--- config.mk ---
export PLATFORM = sky130hd
export DESIGN_NAME = sig_gen_sequencer
export DESIGN_NICKNAME = d
export VERILOG_FILES = /design/src/rtl/sig_gen_sequencer.sv
export SDC_FILE = /design/constraint.sdc
export NUM_CORES = 1
export LEC_CHECK = 0
export BUFFER_PORTS_ARGS = -buffer_cell sky130_fd_sc_hd__clkbuf_2
export CAP_MARGIN = 15
export CORE_MARGIN = 2
export CORE_UTILIZATION = 65
export DETAILED_ROUTE_END_ITERATION = 12
export GPL_TIMING_DRIVEN = 0
export PLACE_DENSITY = 0.92
export SLEW_MARGIN = 20
export SYNTH_ARGS = -nofsm -noshare
export SYNTH_HDL_FRONTEND = slang
export SYNTH_SLANG_ARGS = --single-unit
export TNS_END_PERCENT = 5
--- constraint.sdc ---
create_clock -name clk -period 7.15 [get_ports clk]
set_clock_uncertainty 0.15 [all_clocks]
set_input_delay 0.3575 -clock clk [delete_from_list [all_inputs] [get_ports clk]]
set_output_delay 0.3575 -clock clk [all_outputs]
set_load 0.005 [all_outputs]
--- src/rtl/sig_gen_sequencer.sv ---
// Step sequencer that plays a small table of waveform settings into the signal generator.
// Each entry carries sel/frequency/amplitude/duty plus a dwell time in prescaled ticks.
module sig_gen_sequencer #(
    parameter int unsigned STEPS    = 8,
    parameter int unsigned AW       = 3,
    parameter int unsigned TICK_DIV = 100000,
    parameter int unsigned DWELL_W  = 16
) (
    input  logic                  clk,
    input  logic                  rst,
    input  logic                  cfg_we,
    input  logic [AW-1:0]         cfg_addr,
    input  logic [34+DWELL_W-1:0] cfg_data,
    input  logic [AW-1:0]         last_step,
    input  logic                  loop_en,
    input  logic                  start,
    input  logic                  stop,
    output logic                  gen_on,
    output logic [1:0]            gen_sel,
    output logic [15:0]           gen_frequency,
    output logic [7:0]            gen_amplitude,
    output logic [7:0]            gen_duty_cycle,
    output logic [AW-1:0]         step_idx,
    output logic                  step_strobe,
    output logic                  busy,
    output logic                  done
);

    localparam int unsigned CW = 34 + DWELL_W;
    localparam int unsigned PW = $clog2(TICK_DIV);

    typedef enum logic [1:0] {
        StIdle,
        StFetch,
        StRun
    } state_e;

    state_e              state_q, state_d;
    logic [AW-1:0]       step_idx_q, step_idx_d;
    logic                gen_on_q, gen_on_d;
    logic [1:0]          gen_sel_q, gen_sel_d;
    logic [15:0]         gen_frequency_q, gen_frequency_d;
    logic [7:0]          gen_amplitude_q, gen_amplitude_d;
    logic [7:0]          gen_duty_cycle_q, gen_duty_cycle_d;
    logic                step_strobe_q, step_strobe_d;
    logic                busy_q, busy_d;
    logic                done_q, done_d;
    logic [DWELL_W-1:0]  dwell_q, dwell_d;
    logic [PW-1:0]       presc_q, presc_d;

    logic [CW-1:0]       table_q [STEPS];

    logic [CW-1:0]       entry;
    logic [1:0]          entry_sel;
    logic [15:0]         entry_frequency;
    logic [7:0]          entry_amplitude;
    logic [7:0]          entry_duty_cycle;
    logic [DWELL_W-1:0]  entry_dwell;
    logic                tick_wrap;
    logic                step_end;
    logic                final_step;

    // Table has no reset; contents survive rst so a run can be replayed.
    always_ff @(posedge clk) begin
        if (cfg_we) begin
            table_q[cfg_addr] <= cfg_data;
        end
    end

    // Combinational read sees the pre-write value when a write lands on the fetch edge.
    assign entry            = table_q[step_idx_q];
    assign entry_sel        = entry[CW-1 -: 2];
    assign entry_frequency  = entry[CW-3 -: 16];
    assign entry_amplitude  = entry[CW-19 -: 8];
    assign entry_duty_cycle = entry[CW-27 -: 8];
    assign entry_dwell      = entry[DWELL_W-1:0];

    assign tick_wrap  = (presc_q == PW'(TICK_DIV - 1));
    assign step_end   = tick_wrap && (dwell_q == DWELL_W'(1));
    // Running off the top of the table counts as the end of the sequence.
    assign final_step = (step_idx_q == last_step) || (step_idx_q == AW'(STEPS - 1));

    always_comb begin
        state_d          = state_q;
        step_idx_d       = step_idx_q;
        gen_on_d         = gen_on_q;
        gen_sel_d        = gen_sel_q;
        gen_frequency_d  = gen_frequency_q;
        gen_amplitude_d  = gen_amplitude_q;
        gen_duty_cycle_d = gen_duty_cycle_q;
        step_strobe_d    = 1'b0;
        done_d           = 1'b0;
        dwell_d          = dwell_q;
        presc_d          = presc_q;

        unique case (state_q)
            StIdle: begin
                gen_on_d = 1'b0;
                if (start && !stop) begin
                    step_idx_d = '0;
                    state_d    = StFetch;
                end
            end

            StFetch: begin
                if (stop) begin
                    gen_on_d = 1'b0;
                    state_d  = StIdle;
                end else begin
                    gen_on_d         = 1'b1;
                    gen_sel_d        = entry_sel;
                    gen_frequency_d  = entry_frequency;
                    gen_amplitude_d  = entry_amplitude;
                    gen_duty_cycle_d = entry_duty_cycle;
                    dwell_d          = (entry_dwell == '0) ? DWELL_W'(1) : entry_dwell;
                    presc_d          = '0;
                    step_strobe_d    = 1'b1;
                    state_d          = StRun;
                end
            end

            StRun: begin
                if (stop) begin
                    gen_on_d = 1'b0;
                    state_d  = StIdle;
                end else if (tick_wrap) begin
                    presc_d = '0;
                    dwell_d = dwell_q - DWELL_W'(1);
                    if (step_end) begin
                        if (!final_step) begin
                            step_idx_d = step_idx_q + AW'(1);
                            state_d    = StFetch;
                        end else if (loop_en) begin
                            step_idx_d = '0;
                            state_d    = StFetch;
                        end else begin
                            gen_on_d = 1'b0;
                            done_d   = 1'b1;
                            state_d  = StIdle;
                        end
                    end
                end else begin
                    presc_d = presc_q + PW'(1);
                end
            end

            default: begin
                gen_on_d = 1'b0;
                state_d  = StIdle;
            end
        endcase

        busy_d = (state_d != StIdle);
    end

    always_ff @(posedge clk) begin
        if (rst) begin
            state_q          <= StIdle;
            step_idx_q       <= '0;
            gen_on_q         <= 1'b0;
            gen_sel_q        <= '0;
            gen_frequency_q  <= '0;
            gen_amplitude_q  <= '0;
            gen_duty_cycle_q <= '0;
            step_strobe_q    <= 1'b0;
            busy_q           <= 1'b0;
            done_q           <= 1'b0;
            dwell_q          <= '0;
            presc_q          <= '0;
        end else begin
            state_q          <= state_d;
            step_idx_q       <= step_idx_d;
            gen_on_q         <= gen_on_d;
            gen_sel_q        <= gen_sel_d;
            gen_frequency_q  <= gen_frequency_d;
            gen_amplitude_q  <= gen_amplitude_d;
            gen_duty_cycle_q <= gen_duty_cycle_d;
            step_strobe_q    <= step_strobe_d;
            busy_q           <= busy_d;
            done_q           <= done_d;
            dwell_q          <= dwell_d;
            presc_q          <= presc_d;
        end
    end

    assign gen_on         = gen_on_q;
    assign gen_sel        = gen_sel_q;
    assign gen_frequency  = gen_frequency_q;
    assign gen_amplitude  = gen_amplitude_q;
    assign gen_duty_cycle = gen_duty_cycle_q;
    assign step_idx       = step_idx_q;
    assign step_strobe    = step_strobe_q;
    assign busy           = busy_q;
    assign done           = done_q;

endmodule

==> results.cfg, run 1 <==
[synthesis]
synth_edf_count = 400
syn_inst = 1005
ys_warn_count = 0
syn_avg_cell_area_um2 = 18.4
synthFlopType = edfxtp_1
ys_top_cells_by_area = edfxtp_1 65%, mux4_2 12%, dfxtp_1 8.6%, mux2i_1 2.7%, a211oi_1 1.4%
synth_top_area_share = 0.650
synth_cell_types = 54
synth_seq_cells = 479
netlist_area_um2 = 18500
synth_seq_area_share = 0.736
async_reset_ff_frac = 0
syn-num-nets = 1072
synth_top_cell_by_area = edfxtp_1

[detailed_routing]
wl_per_cell_um = 32.8
vias_per_cell = 7.12
route.detailed.drc = 0
drt_wl_total_mm = 53.9
via_count = 11700
drtIter0Drc = 1793
drtAntennaViolNets = 0
drt_first_pass_iters = 5

[critical_path]
crit_arrival_ns = 3.46
crit_chain = buf_2 -> clkbuf_1 -> clkbuf_1 -> mux4_2 -> mux2i_1 -> a211oi_1
cpMostUsedCell = clkbuf_1
critPathLaunchType = flip-flop
cp.required_ns = 7.40
cp_slowest_cell = clkbuf_1
crit_type = reg2reg
endpoint_kind = flip-flop
max_stage_delay_ns = 0.77
worst-path-max-fanout = 10

[sta]
worst_pin_slew_ns = 0.996
slew_viol_final = 0
finalSetupViolCount = 0
post-route-min-period_ns = 3.21
finalSetupTns_ns = 0
post-route-period-util = 0.449
fmax_mhz = 311
slew_headroom = 0.336
whs_ns = 0.142
hold_violations = 0
rsz0062_at_grt = false
timing.final.ws_setup_ns = 3.94

[power_and_ir_drop]
power.density_nw_per_um2 = 266
vdd_drop_max_mv = 0.248
p_leak_nw = 7.03

[grt]
antenna_found_initial = 0
grt_max_degree = 22
track_usage = 0.365
grt_pass1_wl_mm = 78.8
grt.overflow.total = 0
grt_pass1_vias = 11600

[cells_and_area]
fin_area_um2 = 21800
layout_commonest_cell = edfxtp_1
num_antenna_cells = 0
area_delta_synth_final_pct = 18.3
finalNonFillerCells = 1644
drive_gt1_frac = 0.257
nets = 1298
mostFrequentLayoutCells = 400 x edfxtp_1, 101 x clkbuf_2, 100 x mux4_2

[place]
place_inst = 1511
placed_area_um2 = 19900
dp_hpwl_mm = 27.0
preCtsSetupSlack_ns = 4.22
place.gp.congestion = 0.873
io_buffers = 101

[clock_network]
clock_latency_ns = 0.56
cts-root-buf = clkbuf_16
clk_pin_slew_ns = 0.07
numCtsBuffers = 45
cts_max_level = 2
cts_tree = done
clockBufferDepth = 3
cts_resized = 0
cts.sink_count = 479

[min_path]
min_path_type = in2reg
hold_path.startpoint = cfg_addr[2]

[floorplan]
io_pins = 103
die-height_um = 173
fp.dieW_um = 173
die_area_um2 = 29800
num_rows = 61
core_area_um2 = 27900
start_util = 0.663

[outcome]
run_status = completed

[job]
drv_cap = 0
-- worst max-delay path: cells and delay by family (launching register included) --
family / cells / cell delay (ns)
DFF: 1 / 0.31
AOI/OAI and AO/OA: 1 / 0.52
buffers and inverters: 3 / 1.57
muxes: 2 / 0.51
-- area by class of cell --
class	instances	area, um2
Buffer	56	255
Clock buffer	64	1250
Clock inverter	18	159
Fill cell	1292	6010
Inverter	8	30.0
Multi-Input combinational cell	462	4640
Sequential cell	479	13600
Tap cell	378	473
Timing Repair Buffer	179	1440
-- state kept, by name, indices dropped and copies added (netlist names), named ones only --
| signal | flops |
|---|---|
| table_q | 400 |
| presc_q | 17 |
| dwell_q | 16 |
| gen_frequency | 16 |
| gen_amplitude | 8 |
| gen_duty_cycle | 8 |
| step_idx | 3 |
| gen_sel | 2 |
| state_q | 2 |
| busy | 1 |
| done | 1 |
| gen_on | 1 |
| step_strobe | 1 |
-- repair_timing --
| item | 4_1_cts | 5_1_grt |
|---|---|---|
| setup buffers | 0 | 0 |
| setup endpoints to repair | 0 | 0 |
| endpoints found under the hold margin | 401 | 0 |
| hold buffers | 51 | 0 |
-- power breakdown --
part | internal (mW) | total [mW] | switching (mW)
Clock | 1.30 | 2.40 | 1.10
Sequential | 3.11 | 3.16 | 0.0445
Combinational | 0.0948 | 0.251 | 0.157
Total | 4.50 | 5.80 | 1.30
-- stage by stage --
stage / power [mW] / util
2_1_floorplan: 3.29 / -
3_3_place_gp: 3.37 / 0.698
3_5_place_dp: 3.40 / 0.715
4_1_cts: 5.73 / 0.784
5_1_grt: 5.89 / 0.784
6_report: 5.80 / 0.784
-- worst paths after layout --
check / to / slack [ns] / cells past startpoint
max reg2reg: gen_frequency[9] / 3.94 / 6
min: table_q[0][34] / 0.14 / 2
max: gen_frequency[9] / 3.94 / 6
min reg2reg: dwell_q[13] / 0.33 / 2
-- cells in the mapped netlist, types with 7 or more instances --
cell type,number
dfxtp_1,79
nand2_1,31
mux4_2,100
a211oi_1,35
xor2_1,12
nand3_1,12
nor2b_1,7
nor3_1,15
a21oi_1,27
mux2i_1,50
clkbuf_1,34
o21ai_0,16
nand4_1,14
buf_2,9
nor2_1,70
edfxtp_1,400
inv_1,8
-- metal layers --
layer	global-route usage	wire, um
met3	0.0765	6490
met2	0.602	26700
met1	0.470	17300
met4	0.179	3420
met5	0	0
-- cells by family after synthesis --
| kind of cell | synth area share |
|---|---|
| flip-flops | 0.736 |
| AND/OR/NAND/NOR | 0.0475 |
| multiplexers | 0.149 |
| AO/OA/AOI/OAI | 0.0409 |
| buffers and inverters | 0.0154 |
| XOR/XNOR | 0.00759 |
| adder cells (fa/ha/maj) | 0.00339 |
Power figures use the tool's default switching activity.
==> inputs of run 2 (changes only) <==
--- a/config.mk
+++ b/config.mk
@@ -8,10 +8,10 @@
 export BUFFER_PORTS_ARGS = -buffer_cell sky130_fd_sc_hd__clkbuf_2
 export CAP_MARGIN = 15
 export CORE_MARGIN = 2
-export CORE_UTILIZATION = 65
+export CORE_UTILIZATION = 55
 export DETAILED_ROUTE_END_ITERATION = 12
 export GPL_TIMING_DRIVEN = 0
-export PLACE_DENSITY = 0.92
+export PLACE_DENSITY = 0.84
 export SLEW_MARGIN = 20
 export SYNTH_ARGS = -nofsm -noshare
 export SYNTH_HDL_FRONTEND = slang
==> constraint.sdc (replaced) <==
create_clock -name clk -period 2.75 [get_ports clk]
set_clock_uncertainty 0.15 [all_clocks]
set_input_delay 0.1375 -clock clk [delete_from_list [all_inputs] [get_ports clk]]
set_output_delay 0.1375 -clock clk [all_outputs]
set_load 0.005 [all_outputs]
==> run 2 against run 1 <==
Compared with the run above:
- maximum frequency grew 17%
- cell count increased by 4.7%
- flip-flop and latch count unchanged
- global-route usage decreased by 12 points
- register-to-register slack got worse by 3.9 ns
==> results.cfg, run 2 (synthesized netlist as in run 1, its figures left out) <==
[detailed_routing]
route.detailed.drc = 0
wl_per_cell_um = 25.3
vias_per_cell = 6.21
drtAntennaViolNets = 0
drt_wl_total_mm = 43.5
drtIter0Drc = 1147
drt_first_pass_iters = 5
via_count = 10700

[power_and_ir_drop]
swShare = 0.208
combPwrFrac = 0.042
vdd_drop_max_mv = 0.596
clock_power_share = 0.419
power.density_nw_per_um2 = 682
p_leak_nw = 7.16
p_seq_frac = 0.539
internal-power_mw = 12.0
total_power_mw = 15.2
p_sw_mw = 3.15

[grt]
track_usage = 0.250
grt_max_degree = 22
grt_pass1_vias = 11100
grt_pass1_wl_mm = 65.6
grt.overflow.total = 0
antenna_found_initial = 1

[clock_network]
clock_latency_ns = 0.57
clockBufferDepth = 3
cts_tree = done
cts_max_level = 2
postCtsSetupRepairBufs = 0
cts-root-buf = clkbuf_16
cts.sink_count = 479
clk_pin_slew_ns = 0.06
numCtsBuffers = 47

[critical_path]
crit_type = reg2reg
cp_top_family = buffers and inverters
critPathLaunchType = flip-flop
endpoint_kind = flip-flop
cp_slowest_cell = clkbuf_1
crit-reg2reg-capture = gen_amplitude[5]
r2r_cells = 6
worst-path-max-fanout = 10
r2r_slack_ns = 0.01
crit_arrival_ns = 3.04
path_buf_inv = 3
max_stage_delay_ns = 0.69
cp.required_ns = 3.05
crit_chain = buf_2 -> clkbuf_2 -> clkbuf_1 -> mux4_2 -> mux2i_1 -> a211oi_1

[job]
drv_cap = 0

[cells_and_area]
fin_area_um2 = 22200
layout_commonest_cell = edfxtp_1
mostFrequentLayoutCells = 400 x edfxtp_1, 106 x clkbuf_2, 100 x mux4_2
num_antenna_cells = 0
drive_gt1_frac = 0.258
regMostFlops = table_q
top_regs = table_q: 400 flops, presc_q: 17 flops
largest_reg_flops = 400
finalNonFillerCells = 1721
area_delta_synth_final_pct = 20.3
nets = 1301

[min_path]
hold_depth = 5
worstHoldEndpoint = done
min_path_type = in2reg
hold_path.startpoint = last_step[0]

[sta]
slew_headroom = 0.357
post-route-period-util = 0.995
finalSetupViolCount = 0
finalSetupTns_ns = 0
worst_pin_slew_ns = 0.964
post-route-min-period_ns = 2.74
whs_ns = 0.0582
hold_violations = 0
fmax_mhz = 365
slew_viol_final = 0
rsz0062_at_grt = true

[floorplan]
core_area_um2 = 33300
io_pins = 103
die_area_um2 = 35100
start_util = 0.555
num_rows = 67
die-height_um = 187
fp.dieW_um = 187

[place]
place_inst = 1576
placed_area_um2 = 20100
place.gp.congestion = 0.832
io_buffers = 101
dp_hpwl_mm = 25.9

[outcome]
run_status = completed
run 2: changes by cell type in the layout (fill, tap and decap cells not counted), sizes merged:
cell,previous run,this run
dlygate4sd3,51,57
buf,49,44
clkinvlp,4,1
clkbuf,199,206
clkinv,10,11
bufinv,2,3
run 2: metal layers:
| layer | global-route usage | up-vias | part of all wire |
|---|---|---|---|
| met4 | 0.108 | 2 | 0.035 |
| met1 | 0.312 | 5438 | 0.37 |
| met3 | 0.0445 | 122 | 0.076 |
| met2 | 0.432 | 622 | 0.52 |
| met5 | 0 | - | 0.00030 |
| li1 | - | 4509 | - |
run 2: cell type report:
cell class                      instances  area, um2
Buffer                                 56        263
Clock buffer                           71       1330
Clock inverter                         17        200
Fill cell                            2014      11100
Inverter                                8       30.0
Multi-Input combinational cell        462       4670
Sequential cell                       479      13600
Tap cell                              448        561
Timing Repair Buffer                  180       1570
run 2: worst register-to-register path, delay by kind of cell, from the launching register on:
kind | cells | cell delay (ns)
buffers and inverters | 3 | 1.35
DFF | 1 | 0.33
AOI/OAI and AO/OA | 1 | 0.37
muxes | 2 | 0.43
run 2: metrics by stage:
| step | setup slack (ns) | utilization |
|---|---|---|
| after detailed placement | -0.228 | 0.604 |
| after global routing | -0.0403 | 0.668 |
| after floorplan | -0.307 | - |
| after global placement | -2.47 | 0.587 |
| final | 0.0128 | 0.668 |
| after CTS | -0.0346 | 0.667 |
run 2: power groups by stage:
stage	clock (mW)	sequential [mW]	combinational, mW
2_1_floorplan	0	8.29	0.254
3_3_place_gp	0	8.31	0.460
3_5_place_dp	0	8.31	0.539
4_1_cts	6.38	8.17	0.620
5_1_grt	6.64	8.18	0.672
6_report	6.35	8.17	0.630
run 2: worst max-delay path by stage:
stage                       end  depth (start not counted)
6_report       gen_amplitude[5]                          6
5_1_grt        gen_amplitude[5]                          6
4_1_cts              dwell_q[0]                          7
3_5_place_dp         dwell_q[0]                          7
3_3_place_gp      table_q[1][6]                          3
2_1_floorplan     table_q[1][0]                          2
run 2: repair_timing:
action	4_1_cts	5_1_grt
setup endpoints to repair	35	23
resized for setup	5	7
hold buffers	57	0
endpoints found under the hold margin	426	0
==> inputs of run 3 (changes only) <==
--- a/config.mk
+++ b/config.mk
@@ -7,7 +7,7 @@
 export LEC_CHECK = 0
 export BUFFER_PORTS_ARGS = -buffer_cell sky130_fd_sc_hd__clkbuf_2
 export CAP_MARGIN = 15
-export CORE_MARGIN = 2
+export CORE_MARGIN = 1
 export CORE_UTILIZATION = 55
 export DETAILED_ROUTE_END_ITERATION = 12
 export GPL_TIMING_DRIVEN = 0
==> run 3 against run 2 <==
Compared with the run above:
- critical path depth down 1
- cell area up 0.34%
- clock-buffer cell count down 11
- global-route usage up 1.4 points
- hold slack worse by 0.015 ns
- critical path type unchanged
- highest routed layer is now met4
==> results.cfg, run 3 (synthesized netlist as in run 1, its figures left out) <==
[sta]
whs_ns = 0.0428
timing.final.ws_setup_ns = 0.0588
slew_headroom = 0.374
fmax_mhz = 372
post-route-min-period_ns = 2.69
finalSetupViolCount = 0
finalSetupTns_ns = 0
slew_viol_final = 0
hold_violations = 0
post-route-period-util = 0.979
worst_pin_slew_ns = 0.940

[detailed_routing]
dr_wl_met3_mm = 3.62
drt_first_pass_iters = 5
m1WireLength_mm = 16.6
topRoutingLayerUsed = met4
via_count = 10600
vias_per_cell = 6.18
wl_per_cell_um = 25.6
met2WireLength_mm = 22.5
drtAntennaViolNets = 0
drt_wl_total_mm = 43.9
route.detailed.drc = 0
drtIter0Drc = 1177

[clock_network]
clockBufferDepth = 3
cts.sink_count = 479
clk_pin_slew_ns = 0.06
clock_latency_ns = 0.57
numCtsBuffers = 46
cts_tree = done
cts-root-buf = clkbuf_16
cts_max_level = 2
postCtsSetupRepairBufs = 0

[critical_path]
crit_path_start = state_q[0]
r2r-start = state_q[0]
cp.required_ns = 3.00
crit_type = reg2reg
endpoint_kind = flip-flop
worst-path-max-fanout = 10
crit_arrival_ns = 2.94
critPathLaunchType = flip-flop

[place]
io_buffers = 101
placed_area_um2 = 20100
dp_hpwl_mm = 25.8
preCtsSetupSlack_ns = -0.109
place.gp.congestion = 0.847
place_inst = 1571

[grt]
grt_pass1_wl_mm = 65.5
track_usage = 0.264
grt_pass1_vias = 10900
antenna_found_initial = 0
grt.overflow.total = 0
grt_max_degree = 22

[cells_and_area]
regMostFlops = table_q
layout_commonest_cell = edfxtp_1
top_regs = table_q: 400 flops, presc_q: 17 flops
mostFrequentLayoutCells = 400 x edfxtp_1, 110 x clkbuf_2, 100 x mux4_2
utilization = 0.680
drive_gt1_frac = 0.268
area_delta_synth_final_pct = 20.7
fin_area_um2 = 22300
nets = 1300
largest_reg_flops = 400
fillCellCount = 1979
finalNonFillerCells = 1714

[power_and_ir_drop]
total_power_mw = 15.4
vdd_drop_max_mv = 0.617
p_leak_nw = 7.21
power.density_nw_per_um2 = 693

[min_path]
min_path_type = in2reg
hold_path.startpoint = last_step[1]

[floorplan]
start_util = 0.563
fp.dieW_um = 185
num_rows = 66
core_area_um2 = 32800
die_area_um2 = 34300
io_pins = 103
die-height_um = 185

[outcome]
run_status = completed

[job]
drv_cap = 0
==> run 3: final timing paths <==
path                                          to  slack (ns)  depth (start not counted)
worst min register to register        dwell_q[5]        0.34                          2
worst min-delay path                        done        0.04                          5
worst max register to register  gen_frequency[9]        0.06                          5
worst max-delay path            gen_frequency[9]        0.06                          5
==> run 3: per-layer routing <==
metal | vias up | track usage
met4 | 0 | 0.0945
met3 | 95 | 0.0511
li1 | 4530 | -
met5 | - | 0
met1 | 5378 | 0.342
met2 | 590 | 0.447
==> run 3: timing repair <==
action / CTS / global route
resized for setup: 10 / 7
hold buffers: 56 / 0
endpoints found under the setup margin: 20 / 7
cloned: 0 / 0
hold endpoints to repair: 425 / 0
==> run 3: report_power, final <==
| part | switching, mW | internal, mW |
|---|---|---|
| logic | 0.373 | 0.256 |
| clock network | 2.76 | 3.89 |
| registers | 0.0804 | 8.09 |
| total | 3.21 | 12.2 |
==> run 3: area by class of cell <==
class,count,area (um2),share of cell area
timing repair buffer,180,1550,0.0695
buffer,56,274,0.0123
antenna,1,2.50,0.000112
clock inverter,26,334,0.0150
inverter,8,30.0,0.00135
clock buffer,60,1280,0.0576
sequential,479,13600,0.610
tap,442,553,0.0248
multi-input combinational,462,4670,0.210
==> run 3: worst max-delay path, stage by stage (launching register included) <==
cell and delay (ns):
dfxtp_1 0.45, nand2b_1 0.21, nor2_1 0.56, clkbuf_2 0.42, clkbuf_1 0.55, a211oi_1 0.20
